[config.mk]
export PLATFORM = sky130hd
export DESIGN_NAME = dual_gate_tester
export DESIGN_NICKNAME = d
export VERILOG_FILES = /design/src/rtl/dual_gate_tester.sv
export SDC_FILE = /design/constraint.sdc
export NUM_CORES = 1
export LEC_CHECK = 0
export ABC_AREA = 1
export ABC_CLOCK_PERIOD_IN_PS = 2300
export CAP_MARGIN = 30
export CORE_UTILIZATION = 39
export CTS_BUF_LIST = sky130_fd_sc_hd__clkbuf_8
export DETAILED_ROUTE_END_ITERATION = 8
export GPL_TIMING_DRIVEN = 0
export SETUP_SLACK_MARGIN = 0.05
export SLEW_MARGIN = 20
export SYNTH_ARGS = -nofsm -noshare
export SYNTH_HDL_FRONTEND = slang
export SYNTH_SLANG_ARGS = --single-unit
[constraint.sdc]
create_clock -name clk -period 2.3 [get_ports clk]
set_input_delay 0.69 -clock clk [delete_from_list [all_inputs] [get_ports clk]]
set_output_delay 0.69 -clock clk [all_outputs]
set_load 0.005 [all_outputs]
[src/rtl/dual_gate_tester.sv]
// Exhaustive tester for a dual 4-input gate package: walks all 256 pin vectors,
// waits a settle time, then checks both gate outputs against the ideal function.
module dual_gate_tester #(
  parameter int unsigned GATE_FN       = 0,  // 0=NAND, 1=AND, 2=NOR, 3=OR
  parameter int unsigned SETTLE_CYCLES = 2   // 0..15
) (
  input  logic       clk,
  input  logic       rst,
  input  logic       start,
  output logic       p1a,
  output logic       p1b,
  output logic       p1c,
  output logic       p1d,
  output logic       p2a,
  output logic       p2b,
  output logic       p2c,
  output logic       p2d,
  input  logic       p1y,
  input  logic       p2y,
  output logic       busy,
  output logic       done,
  output logic       pass,
  output logic [9:0] err_count,
  output logic [7:0] first_fail_vec
);

  localparam logic [2:0] StIdle   = 3'd0;
  localparam logic [2:0] StDrive  = 3'd1;
  localparam logic [2:0] StSettle = 3'd2;
  localparam logic [2:0] StCheck  = 3'd3;
  localparam logic [2:0] StDone   = 3'd4;

  localparam logic [3:0] SettleLoad = 4'(SETTLE_CYCLES);

  function automatic logic gate_fn(input logic [3:0] x);
    case (GATE_FN)
      0:       return ~&x;
      1:       return &x;
      2:       return ~|x;
      default: return |x;
    endcase
  endfunction

  logic [2:0] state_q, state_d;
  logic [7:0] vec_q, vec_d;
  logic [3:0] cnt_q, cnt_d;
  logic [7:0] pins_q, pins_d;
  logic [9:0] err_q, err_d;
  logic [7:0] ffv_q, ffv_d;
  logic       seen_q, seen_d;
  logic       done_q, done_d;
  logic       pass_q, pass_d;

  logic exp1, exp2;
  logic mis1, mis2;

  assign exp1 = gate_fn(vec_q[3:0]);
  assign exp2 = gate_fn(vec_q[7:4]);
  // Case inequality so X/Z from the device is counted as a mismatch.
  assign mis1 = (p1y !== exp1);
  assign mis2 = (p2y !== exp2);

  always_comb begin
    state_d = state_q;
    vec_d   = vec_q;
    cnt_d   = cnt_q;
    pins_d  = pins_q;
    err_d   = err_q;
    ffv_d   = ffv_q;
    seen_d  = seen_q;
    case (state_q)
      StIdle, StDone: begin
        pins_d = '0;
        if (start) begin
          state_d = StDrive;
          vec_d   = '0;
          cnt_d   = '0;
          err_d   = '0;
          ffv_d   = '0;
          seen_d  = 1'b0;
        end
      end
      StDrive: begin
        pins_d  = vec_q;
        cnt_d   = SettleLoad;
        state_d = (SettleLoad == 4'd0) ? StCheck : StSettle;
      end
      StSettle: begin
        cnt_d = cnt_q - 4'd1;
        if (cnt_q <= 4'd1) begin
          state_d = StCheck;
        end
      end
      StCheck: begin
        err_d = err_q + {9'd0, mis1} + {9'd0, mis2};
        if ((mis1 || mis2) && !seen_q) begin
          seen_d = 1'b1;
          ffv_d  = vec_q;
        end
        if (vec_q == 8'hFF) begin
          state_d = StDone;
          pins_d  = '0;
        end else begin
          vec_d   = vec_q + 8'd1;
          state_d = StDrive;
        end
      end
      default: begin
        state_d = StIdle;
        pins_d  = '0;
      end
    endcase
  end

  // Result flags trail DONE entry by one clock so they publish the frozen count;
  // a restart from DONE drops them on the same edge that leaves DONE.
  always_comb begin
    done_d = (state_q == StDone) && !start;
    pass_d = done_d && (err_q == 10'd0);
  end

  always_ff @(posedge clk or posedge rst) begin
    if (rst) begin
      state_q <= StIdle;
      vec_q   <= '0;
      cnt_q   <= '0;
      pins_q  <= '0;
      err_q   <= '0;
      ffv_q   <= '0;
      seen_q  <= 1'b0;
      done_q  <= 1'b0;
      pass_q  <= 1'b0;
    end else begin
      state_q <= state_d;
      vec_q   <= vec_d;
      cnt_q   <= cnt_d;
      pins_q  <= pins_d;
      err_q   <= err_d;
      ffv_q   <= ffv_d;
      seen_q  <= seen_d;
      done_q  <= done_d;
      pass_q  <= pass_d;
    end
  end

  assign {p2d, p2c, p2b, p2a, p1d, p1c, p1b, p1a} = pins_q;

  assign busy           = (state_q == StDrive) || (state_q == StSettle) || (state_q == StCheck);
  assign done           = done_q;
  assign pass           = pass_q;
  assign err_count      = err_q;
  assign first_fail_vec = ffv_q;

endmodule

==> run_results.csv, run 1 <==
group,metric,value,unit
min_path,holdCritPathClass,"flop to flop",
critical_path,arrival,1500,ps
place,port_buffers,33,
timing,finalCritPeriodShare,0.951,
cts,cts_made_buffers,5,
logic_synthesis,synth_cell_type_count,32,
logic_synthesis,async_flop_share,1.00,
timing,worst_slew_pin_slew,518,ps
logic_synthesis,yosysMostFrequentCell,"nand2_1",
timing,finalSetupViolCount,0,
route,routedWlPerCell,13.7,um
logic_synthesis,yosysWarningCount,0,
logic_synthesis,netlist_area,2240,um2
logic_synthesis,synthCells,262,
power,leakage,1.36,nW
timing,holdWs,475,ps
route,drc,0,
timing,fmax,457,MHz
logic_synthesis,synth-seq-cells,44,
route,wl,5210,um
logic_synthesis,syn_avg_cell_area,8.54,um2
route,vias,1911,
floorplan,die_height,77.7,um
global_routing,globalRouteOverflowTotal,0,
final_layout,final_cell_area,2890,um2
place,hpwl,3670,um
floorplan,die_width,77.7,um
cts,cts_tree,"yes",
global_routing,grt_pass1_vias,1955,
critical_path,endpoint_kind,"output port",
flow_run,drv_cap,0,
route,drt-vias-per-instance,5.03,
final_layout,multiInputGateArea,1020,um2
global_routing,grt_usage,0.189,
logic_synthesis,synth.area.top_cells,"dfrtp_1, nand2_1, inv_1",
final_layout,final.fill_count,532,
cts,clock_latency,300,ps
logic_synthesis,synth_common_cells,"nand2_1, dfrtp_1, inv_1, nand3_1, o21ai_1",
timing,finClkSkew,6.47,ps
final_layout,final_cells,380,
timing,finalHoldViolCount,0,
global_routing,antenna_found_initial,0,
cts,cts_htree_levels,2,
timing,rsz0062_at_grt,"no",
power,p_per_area,900,nW/um2
critical_path,cp-start-kind,"flop",
final_layout,final_util,0.524,
cts,cts-hold-fix-buffers,0,
route,antenna_left,0,
power,peakVddDrop,0.000366,V
critical_path,r2r_setup_slack,170,ps
timing,relSlewSlack,0.654,
route,drt_iter0_markers,134,
floorplan,die_area,6040,um2
final_layout,n_antenna_cell,0,
critical_path,cp.required,1610,ps
floorplan,fp-row-count,27,
timing,finalCriticalPeriod,2190,ps
logic_synthesis,syn_nets,272,
final_layout,drive_gt1_frac,0.192,
floorplan,initial_core_util,0.406,
global_routing,grt_max_degree,24,
place,dpl_cell_area,2690,um2
place,gp_congestion,0.858,
floorplan,core_area,5510,um2
critical_path,cp_max_fo,5,
logic_synthesis,ys.flop_type,"dfrtp_1",
logic_synthesis,synth_largest_area_cell,"dfrtp_1",
final_layout,layout.nets,317,
critical_path,path_class,"flop to output port",
route,drt_pre_antenna_iters,4,
timing,slew_viol_final,0,
place,dp_cells,368,
logic_synthesis,netlist.area_leader.share,0.492,
cts,cts_root_buf,"clkbuf_8",
floorplan,ios,34,
final_layout,area_delta_synth_final,29.1,%
cts,clock-sinks,44,
logic_synthesis,synth_edf_count,0,
logic_synthesis,yosysSeqAreaShare,0.492,
final_layout,area.sequential,1110,um2
global_routing,grt_pass1_wl,8980,um
outcome,status,"complete, no violations",
cts,clock_path_buffers,2,
cts,clk_pin_slew,90,ps
## worst paths after layout
| kind | from | endpoint | cells after the start |
|---|---|---|---|
| setup / recovery | state_q[0]$_DFFE_PP0P_ | busy | 3 |
| hold / removal | first_fail_vec[6]$_DFFE_PP0P_ | first_fail_vec[6]$_DFFE_PP0P_ | 2 |
| setup reg to reg | vec_q[1]$_DFFE_PP0P_ | err_count[8]$_DFFE_PP0P_ | 15 |
| hold reg to reg | first_fail_vec[6]$_DFFE_PP0P_ | first_fail_vec[6]$_DFFE_PP0P_ | 2 |
| max in group asynchronous | rst | vec_q[4]$_DFFE_PP0P_ | 3 |
| min in group asynchronous | rst | cnt_q[0]$_DFFE_PP0P_ | 2 |
## power by group
| part | internal (W) | switching (W) | total [W] |
|---|---|---|---|
| Sequential | 0.000909 | 0.000116 | 0.00102 |
| Clock | 0.000215 | 0.000288 | 0.000503 |
| Combinational | 0.000424 | 0.000646 | 0.00107 |
| Total | 0.00155 | 0.00105 | 0.00260 |
## kinds of logic after synthesis
group,count (synthesis),synth area share
AO/OA/AOI/OAI,38,0.0984
flip-flops,44,0.492
buffers and inverters,48,0.0856
XOR/XNOR,4,0.0157
AND/OR/NAND/NOR,123,0.277
adder cells (fa/ha/maj),5,0.0313
## placed cells by master, fill, tap and decap left out, drive strengths merged
cell           netlist  routed
o21ai               25      25
o21bai               2       2
dfrtp               44      44
nand4               15      15
nor4                 1       1
fa                   1       1
clkdlybuf4s50        0      31
ha                   4       4
xnor2                1       1
inv                 41      41
a31oi                2       2
clkinv               0       1
o32ai                2       2
nor3                 7       7
o31ai                2       2
nand3               23      23
xor2                 3       3
or2                  3       3
clkbuf               2       7
nor2                15      15
nand2               59      59
dlygate4sd2          0       2
o22ai                5       5
buf                  5      10
clkinvlp             0       2
## sequential cells by signal, indices dropped and copies added (netlist names)
register        count
vec_q               8
seen_q              1
err_count          10
first_fail_vec      8
done                1
state_q             3
cnt_q               4
pins_q              8
pass                1
## per-stage QoR
stage,total power [W],TNS [ps],setup WS (ps)
finish,0.00260,0,113
global route,0.00281,0,35.3
CTS,0.00261,0,93.2
detailed placement,0.00206,-2140,-487
global placement,0.00203,-18230,-418
floorplan,0.00169,0,114
## critical path, cell delays in order (launching register included)
cell and delay [ps]:
dfrtp_1 470, nor2_2 90, nor2_1 120, clkdlybuf4s50_1 510
## cell type report
type | instances | share of cell area
repair buffers | 38 | 0.133
inverters | 41 | 0.0533
clock buffers | 5 | 0.0238
clock inverters | 3 | 0.00823
well taps | 72 | 0.0312
flip-flops and latches | 44 | 0.383
multi-input cells | 170 | 0.354
plain buffers | 7 | 0.0130
## routing by layer
layer,track usage,up-vias,part of all wire
met5,0,-,0
met4,0.0642,0,0.011
met3,0.0376,6,0.023
met2,0.322,30,0.51
met1,0.239,919,0.46
li1,-,956,-
## timing repair
item / 4_1_cts / 5_1_grt
gates resized for setup: 16 / 10
pin swaps: 7 / 4
endpoints found under the setup margin: 4 / 4
setup buffers: 3 / 1
endpoints found under the hold margin: 0 / 0
(Power assumes the default switching activity.)
==> run 2: changes to the inputs <==
ABC_CLOCK_PERIOD_IN_PS = 1900   (was 2300)
clock period = 1.9 ns   (was 2.3 ns; I/O delays follow)
==> run 2 against run 1 <==
  * The flow now finishes with violations (negative setup slack)
  * Non-clock buffer count is 17 higher
  * Sequential power is 21% higher
  * Critical path depth is 12 higher
  * Register-to-register slack worse by 310 ps
  * Clock skew is 1.6 ps lower
  * Cell count is 4.5% higher
  * Cell area is 6.5% higher
  * Power is 26% higher
  * Wire length is 5.7% higher
  * Critical endpoint is now err_count[8]$_DFFE_PP0P_
==> run_results.csv, run 2 (synthesized netlist as in run 1, its figures left out) <==
group,metric,value,unit
outcome,status,"finished with violations",
outcome,violations,"negative setup slack",
final_layout,final_cell_mix,"nand2_1, dfrtp_1, inv_1",
timing,fmax,490,MHz
timing,setup_tns,-458,ps
final_layout,final_cells,397,
cts,cts_made_buffers,5,
cts,clock_latency,300,ps
timing,finalCritPeriodShare,1.07,
floorplan,fp-row-count,27,
floorplan,initial_core_util,0.406,
global_routing,grt_pass1_vias,1939,
power,power.share.combinational,0.432,
timing,setup_slack,-140,ps
floorplan,die_height,77.7,um
flow_run,drv_cap,0,
final_layout,area_delta_synth_final,37.5,%
cts,cts_htree_levels,2,
route,wl,5510,um
timing,worst_slew_pin_slew,470,ps
final_layout,layout.nets,334,
critical_path,cp-start-kind,"flop",
critical_path,crit_path_cell_trace,"ha_4 -> nand3_4 -> nand2_4 -> nand2_4 -> inv_2 -> fa_2 -> ha_4 -> nand3_2 -> nor2_2 -> nand2_2 -> nor3_4 -> nand2_1 -> o21ai_1 -> nand2_1 -> inv_1",
final_layout,final_util,0.559,
critical_path,path_class,"flop to flop",
power,p_sw,0.00130,W
timing,finalHoldViolCount,0,
min_path,holdCritPathClass,"flop to flop",
route,drt_pre_antenna_iters,4,
critical_path,crit_slowest_cell,"dfrtp_2",
place,port_buffers,33,
critical_path,endpoint_kind,"flop",
floorplan,die_area,6040,um2
floorplan,ios,34,
cts,clock-sinks,44,
global_routing,antenna_found_initial,0,
timing,finClkSkew,4.90,ps
route,drt-vias-per-instance,5.10,
global_routing,globalRouteOverflowTotal,0,
cts,cts_root_buf,"clkbuf_8",
power,seq_power_share,0.378,
floorplan,die_width,77.7,um
final_layout,largest_reg_flops,10,
global_routing,grt_max_degree,25,
power,clockPowerShare,0.190,
route,antenna_left,0,
place,hpwl,3740,um
power,p_int,0.00196,W
cts,cts_tree,"yes",
final_layout,final_common_cell,"nand2_1",
power,switching_share,0.400,
timing,slew_viol_final,0,
route,vias,2025,
cts,clock_path_buffers,2,
route,drt_iter0_markers,128,
route,routedWlPerCell,13.9,um
timing,finalSetupViolCount,6,
power,peakVddDrop,0.000441,V
final_layout,n_antenna_cell,0,
timing,relSlewSlack,0.686,
critical_path,cp.required,2100,ps
power,p_per_area,1060,nW/um2
final_layout,drive_gt1_frac,0.255,
critical_path,arrival,2240,ps
place,gp_congestion,0.787,
critical_path,cpPeakStageDelay,440,ps
floorplan,core_area,5510,um2
cts,clk_pin_slew,90,ps
critical_path,cp_max_fo,3,
global_routing,grt_usage,0.194,
power,leakage,1.50,nW
timing,rsz0062_at_grt,"yes",
timing,finalCriticalPeriod,2040,ps
global_routing,grt_pass1_wl,9170,um
route,drc,0,
place,dp_cells,368,
## run 2: cell types whose count changed in the layout (fill, tap and decap cells not counted), moves of 2 or more
cell             delta
buf_4              +16
clkdlybuf4s50_1     -3
clkinv_2            +2
clkinvlp_4          -2
nand2_1             -2
nand2_4             +2
nand3_4             +2
## run 2: worst max-delay path: cells and delay by family (launching register included)
kind / cells / cell delay [ps]
AOI/OAI and AO/OA: 1 / 50
adders and majority gates: 3 / 760
DFF: 1 / 440
buffers and inverters: 2 / 80
and+or+nand+nor: 9 / 590
## run 2: cell type report
type                       instances  area, um2
fill                             508       2430
sequential                        44       1110
multi-input combinational        170       1080
timing repair buffer              55        510
inverter                          41        154
tap                               72       90.1
clock buffer                       6       82.6
buffer                             7       37.5
clock inverter                     2       10.0
## run 2: worst paths after layout
kind,startpoint,endpoint,slack (ps),cells after the start
setup / recovery,vec_q[1]$_DFFE_PP0P_,err_count[8]$_DFFE_PP0P_,-140,15
hold / removal,first_fail_vec[3]$_DFFE_PP0P_,first_fail_vec[3]$_DFFE_PP0P_,480,2
setup reg to reg,vec_q[1]$_DFFE_PP0P_,err_count[8]$_DFFE_PP0P_,-140,15
hold reg to reg,first_fail_vec[3]$_DFFE_PP0P_,first_fail_vec[3]$_DFFE_PP0P_,480,2
max in group asynchronous,rst,err_count[2]$_DFFE_PP0P_,800,3
min in group asynchronous,rst,cnt_q[2]$_DFFE_PP0P_,600,2
## run 2: repair_timing
action | in CTS | in global routing
gates resized for setup | 17 | 14
hold buffers | 0 | 0
gates cloned | 0 | 0
buffers inserted | 13 | 8
pin swaps | 11 | 12
endpoints found under the setup margin | 11 | 11
## run 2: through the flow
step | power (W) | hold slack (ps) | instance area [um2] | setup WS, ps
finish | 0.00326 | 475 | 3080 | -140
global route | 0.00352 | 497 | 3080 | -224
CTS | 0.00322 | 480 | 2960 | -75.7
detailed placement | 0.00252 | 459 | 2730 | -661
global placement | 0.00250 | 455 | 2710 | -822
floorplan | 0.00208 | 465 | 2290 | -63.4
## run 2: routing by layer
| metal | part of all wire | GRT usage | vias up |
|---|---|---|---|
| li1 | - | - | 989 |
| met1 | 0.45 | 0.245 | 983 |
| met2 | 0.49 | 0.333 | 44 |
| met3 | 0.039 | 0.0424 | 9 |
| met4 | 0.015 | 0.0509 | 0 |
| met5 | 0 | 0 | - |
## run 2: power groups by stage
stage	Clock [W]	Sequential (W)	Combinational, W
floorplan	0	0.00125	0.000831
global placement	0	0.00127	0.00122
detailed placement	0	0.00127	0.00125
CTS	0.000636	0.00123	0.00136
global route	0.000668	0.00125	0.00160
finish	0.000621	0.00123	0.00141
